<file path="src/rtl/pipe_stage_skid_reg.sv">
// Pipeline stage register with valid/ready handshake, flush, an optional
// two-entry skid buffer and a saturating back-pressure counter.
// The payload is opaque; out_data always comes from the main register.
module pipe_stage_skid_reg #(
    parameter int WIDTH = 64,
    parameter int SKID  = 1,
    parameter int CNT_W = 16
) (
    input  logic             clk,
    input  logic             reset,
    input  logic             flush,
    input  logic             in_valid,
    output logic             in_ready,
    input  logic [WIDTH-1:0] in_data,
    output logic             out_valid,
    input  logic             out_ready,
    output logic [WIDTH-1:0] out_data,
    output logic [CNT_W-1:0] stall_cnt,
    output logic [1:0]       occupancy
);

    logic             r_main_valid;
    logic [WIDTH-1:0] r_main_data;
    logic [CNT_W-1:0] r_stall_cnt;
    logic             w_in_ready;
    logic             w_accept;
    logic             w_emit;

    assign w_accept  = in_valid & w_in_ready;
    assign w_emit    = r_main_valid & out_ready;

    assign in_ready  = w_in_ready;
    assign out_valid = r_main_valid;
    assign out_data  = r_main_data;
    assign stall_cnt = r_stall_cnt;

    generate
        if (SKID != 0) begin : g_skid
            // Second entry absorbs the one item that can arrive while
            // in_ready is being withdrawn, so in_ready can be a pure register.
            logic             r_skid_valid;
            logic [WIDTH-1:0] r_skid_data;

            // in_ready depends only on state: closed while the skid entry is held
            assign w_in_ready = ~r_skid_valid;
            // The skid entry is only ever valid behind a valid main entry
            assign occupancy  = {r_skid_valid, r_main_valid & ~r_skid_valid};

            // Entry-valid tracking: EMPTY / FULL / SKID transitions
            always_ff @(posedge clk) begin
                if (reset) begin
                    r_main_valid <= 1'b0;
                    r_skid_valid <= 1'b0;
                end else if (flush) begin
                    r_main_valid <= 1'b0;
                    r_skid_valid <= 1'b0;
                end else if (r_skid_valid) begin
                    if (w_emit) begin
                        r_skid_valid <= 1'b0;
                    end
                end else if (r_main_valid) begin
                    if (w_accept && !w_emit) begin
                        r_skid_valid <= 1'b1;
                    end else if (!w_accept && w_emit) begin
                        r_main_valid <= 1'b0;
                    end
                end else if (w_accept) begin
                    r_main_valid <= 1'b1;
                end
            end

            // Payload movement; a flush leaves stale data in place
            always_ff @(posedge clk) begin
                if (reset) begin
                    r_main_data <= '0;
                    r_skid_data <= '0;
                end else if (!flush) begin
                    if (r_skid_valid) begin
                        if (w_emit) begin
                            r_main_data <= r_skid_data;
                        end
                    end else if (w_accept) begin
                        if (r_main_valid && !w_emit) begin
                            r_skid_data <= in_data;
                        end else begin
                            r_main_data <= in_data;
                        end
                    end
                end
            end
        end else begin : g_single
            // Single entry: ready passes back combinationally from downstream
            assign w_in_ready = ~r_main_valid | out_ready;
            assign occupancy  = {1'b0, r_main_valid};

            // Main entry valid: set on accept, cleared on emit without accept
            always_ff @(posedge clk) begin
                if (reset) begin
                    r_main_valid <= 1'b0;
                end else if (flush) begin
                    r_main_valid <= 1'b0;
                end else if (w_accept) begin
                    r_main_valid <= 1'b1;
                end else if (w_emit) begin
                    r_main_valid <= 1'b0;
                end
            end

            // Main payload load on accept
            always_ff @(posedge clk) begin
                if (reset) begin
                    r_main_data <= '0;
                end else if (!flush && w_accept) begin
                    r_main_data <= in_data;
                end
            end
        end
    endgenerate

    // Count back-pressured cycles, holding at all-ones; only reset clears it
    always_ff @(posedge clk) begin
        if (reset) begin
            r_stall_cnt <= '0;
        end else if (r_main_valid && !out_ready && !flush && (r_stall_cnt != '1)) begin
            r_stall_cnt <= r_stall_cnt + CNT_W'(1);
        end
    end

endmodule

</file>
<file path="config.mk">
export PLATFORM = sky130hd
export DESIGN_NAME = pipe_stage_skid_reg
export DESIGN_NICKNAME = d
export VERILOG_FILES = /design/src/rtl/pipe_stage_skid_reg.sv
export SDC_FILE = /design/constraint.sdc
export NUM_CORES = 1
export LEC_CHECK = 0
export ABC_AREA = 1
export CAP_MARGIN = 30
export CORE_ASPECT_RATIO = 1.1
export CORE_MARGIN = 2
export CORE_UTILIZATION = 49
export CTS_CLUSTER_DIAMETER = 80
export DETAILED_ROUTE_END_ITERATION = 6
export GPL_ROUTABILITY_DRIVEN = 0
export GPL_TIMING_DRIVEN = 0
export PLACE_DENSITY = 0.8
export RECOVER_POWER = 25
export SETUP_SLACK_MARGIN = 0.3
export SYNTH_ARGS = -nofsm -noshare
export SYNTH_HDL_FRONTEND = slang
export SYNTH_SLANG_ARGS = --single-unit
</file>
<file path="constraint.sdc">
create_clock -name clk -period 1.6 [get_ports clk]
set_input_delay 0.24 -clock clk [delete_from_list [all_inputs] [get_ports clk]]
set_output_delay 0.24 -clock clk [all_outputs]
set_load 0.02 [all_outputs]
</file>
==> results.toml <==
[min_path]
holdCritPathClass = "primary input to flip-flop"
worstHoldPathCells = 3
hp-start = "in_data[56]"

[floorplan]
initial_utilization_pct = 50.6
row_count = 42
die_h_um = 121
die-area_um2 = 13400
die_w_um = 111
core_um2 = 12100
ios = 153

[power]
p_leak_nw = 3.74
ir_drop_v = 0.000655
pwr_density_cell_nw_per_um2 = 1010

[global_routing]
use_met1_pct = 31.1
grt_pass1_vias = 6127
met3_usage_pct = 6.94
grt_max_degree = 17
met2_usage_pct = 47.5
grt_usage_pct = 26.7
grt.overflow.total = 0
grt_busiest_layer = "met2"
grt_pass1_wl_um = 29000
grt_antenna_before_repair = 0

[route]
antenna_left = 0
vias = 6480
routedWlPerCell_um = 14.4
vias_per_cell = 5.16
drt_iter0_drc = 453
drtPass1Iterations = 5
drc = 0
routed_wirelength_um = 18100

[yosys]
synth_area_per_cell_um2 = 6.87
netlist.area_leader.share_pct = 47.6
yosysTopAreaCell = "dfxtp_1"
synth.area.top_cells = "dfxtp_1 48%, nor2_1 14%, nand2_1 9.6%, o21ai_0 8.8%, o21ai_1 4.9%"
netlist_instances = 894
synth-warning-count = 0
yosysSeqAreaShare_pct = 47.6
synth_area_um2 = 6140
synth-seq-cells = 146
syn_nets = 964
synth.distinct_cells = 23

[critical_path]
critPathLaunch = "g_skid.r_skid_valid"
ff2ff_setup_slack_ns = 0.10
crit_path_end_kind = "output pin"
crit_type = "flip-flop to output pin"
worstRegToRegCells = 8
r2r_start = "g_skid.r_skid_valid"
cp-start-kind = "flip-flop"
worstPathArrival_ns = 1.28
crit_fanout = 7
critPathRequiredTime_ns = 1.36

[cts]
clock_path_buffers = 2
clkTransAtPathRegs_ns = 0.07
htreeDepth = 4
hold_buffers = 0
cts_num_sinks = 146
clockRootBuffer = "clkbuf_16"
cts_buffers = 17
clock_latency_ns = 0.43
cts_tree = "built"

[placed_design]
dpl_cell_area_um2 = 7940
place_hpwl_um = 12100
place_inst = 1200
port_buffers = 152

[timing]
finalHoldViolCount = 0
finalSetupTns_ns = 0
fmax_mhz = 659
fin_skew_ns = 0.00796
fin_crit_ns = 1.52
period_share_pct = 94.8
slew_headroom_pct = 65.9
rsz0062_at_grt = "yes"
drv_slew = 0
tightest_slew_ns = 0.511
setup_viol = 0

[layout]
final_layout_size_suffix_gt1_share_pct = 16.5
num_antenna_cells = 0
final_cell_area_um2 = 9010
fin_nets = 1158
syn_to_final_growth_pct = 46.8
layout.cells.non_filler = 1255
final_util_pct = 74.3

[status]
status = "finished clean"

[job]
max-cap-violations = 0
[state kept, by name, summed over array words and instances (netlist names)]
name,flops
g_skid.r_skid_data,64
out_data,64
stall_cnt,16
g_skid.r_skid_valid,1
out_valid,1
[routing by layer]
metal | vias up | share of wire (%)
li1 | 3258 | -
met1 | 2959 | 41
met2 | 227 | 50
met3 | 36 | 6.6
met4 | 0 | 2.0
met5 | - | 0
[critical path, stage by stage (launching register included)]
cell and delay (ns):
dfxtp_4 0.38, buf_8 0.14, buf_8 0.12, nor2_4 0.09, buf_6 0.12
[timing repair]
| action | in CTS | in global routing |
|---|---|---|
| cloned | 3 | 1 |
| pin swaps | 7 | 9 |
| gates resized for setup | 364 | 44 |
| setup endpoints to repair | 229 | 177 |
| setup buffers | 13 | 6 |
[per-stage QoR]
stage / hold slack (ns) / total power [mW] / setup WS, ns
after CTS: 0.360 / 9.08 / 0.0845
after global placement: 0.462 / 4.98 / -0.446
after floorplan: 0.331 / 4.46 / 0.288
after detailed placement: 0.473 / 5.00 / -0.495
after global routing: 0.383 / 9.35 / 0.00138
final: 0.374 / 9.07 / 0.0825
[where the power goes]
part,internal (mW),switching (mW)
Combinational,0.503,0.588
Sequential,3.77,0.0762
Clock,2.55,1.58
Total,6.83,2.24
[synthesized netlist by cell type]
library cell	number
inv_2	2
nor2_2	2
nand2_1	157
inv_1	52
buf_6	1
nand3_1	19
ha_1	1
nand4_2	1
o21ai_1	60
buf_2	22
clkinv_1	2
nor2_1	226
nor3_1	2
nand3b_1	1
a21oi_1	54
dfxtp_1	146
nand3_2	1
buf_4	8
o21ai_0	108
buf_1	2
clkbuf_1	25
o21ai_2	1
a211oi_1	1
[path summary, 6_finish.rpt]
path / endpoint
setup / recovery: occupancy[0]
hold reg to reg: out_data[34]
hold / removal: g_skid.r_skid_data[56]
setup reg to reg: g_skid.r_skid_data[61]
[area by class of cell]
type / instances / area [um2]
Inverter: 56 / 219
Clock inverter: 11 / 150
Timing Repair Buffer: 175 / 1650
Clock buffer: 21 / 462
Fill cell: 988 / 3120
Multi-Input combinational cell: 634 / 2900
Sequential cell: 146 / 2960
Tap cell: 154 / 193
Buffer: 58 / 489
[logic make-up after synthesis]
kind of cell | after synthesis | synth area share (%)
buffers and inverters | 114 | 8.03
adders and majority gates | 1 | 0.204
AOI/OAI and AO/OA | 224 | 18.4
and+or+nand+nor | 409 | 25.8
DFF | 146 | 47.6
[placed cells by master (no fill, tap or decap), types with 2 or more instances in the layout]
cell / instances
buf_6: 28
nand3_1: 18
clkbuf_1: 32
dfxtp_2: 12
clkdlybuf4s15_2: 20
dlygate4sd2_1: 3
o21ai_2: 7
buf_2: 3
dfxtp_4: 6
buf_4: 22
o21ai_0: 103
clkdlybuf4s15_1: 4
dfxtp_1: 128
inv_6: 2
nand2_1: 153
inv_1: 50
inv_2: 3
clkinv_2: 3
clkbuf_2: 8
nor2_1: 216
buf_8: 6
a21oi_1: 45
clkinv_4: 3
clkbuf_16: 19
clkdlybuf4s50_1: 67
bufinv_16: 3
a21oi_2: 9
o21ai_1: 58
nor2_4: 6
nor2_2: 6
clkdlybuf4s25_1: 39
clkbuf_4: 3
clkinvlp_4: 2
nand2_2: 4
Note: power is estimated with default switching activity, not from simulation.
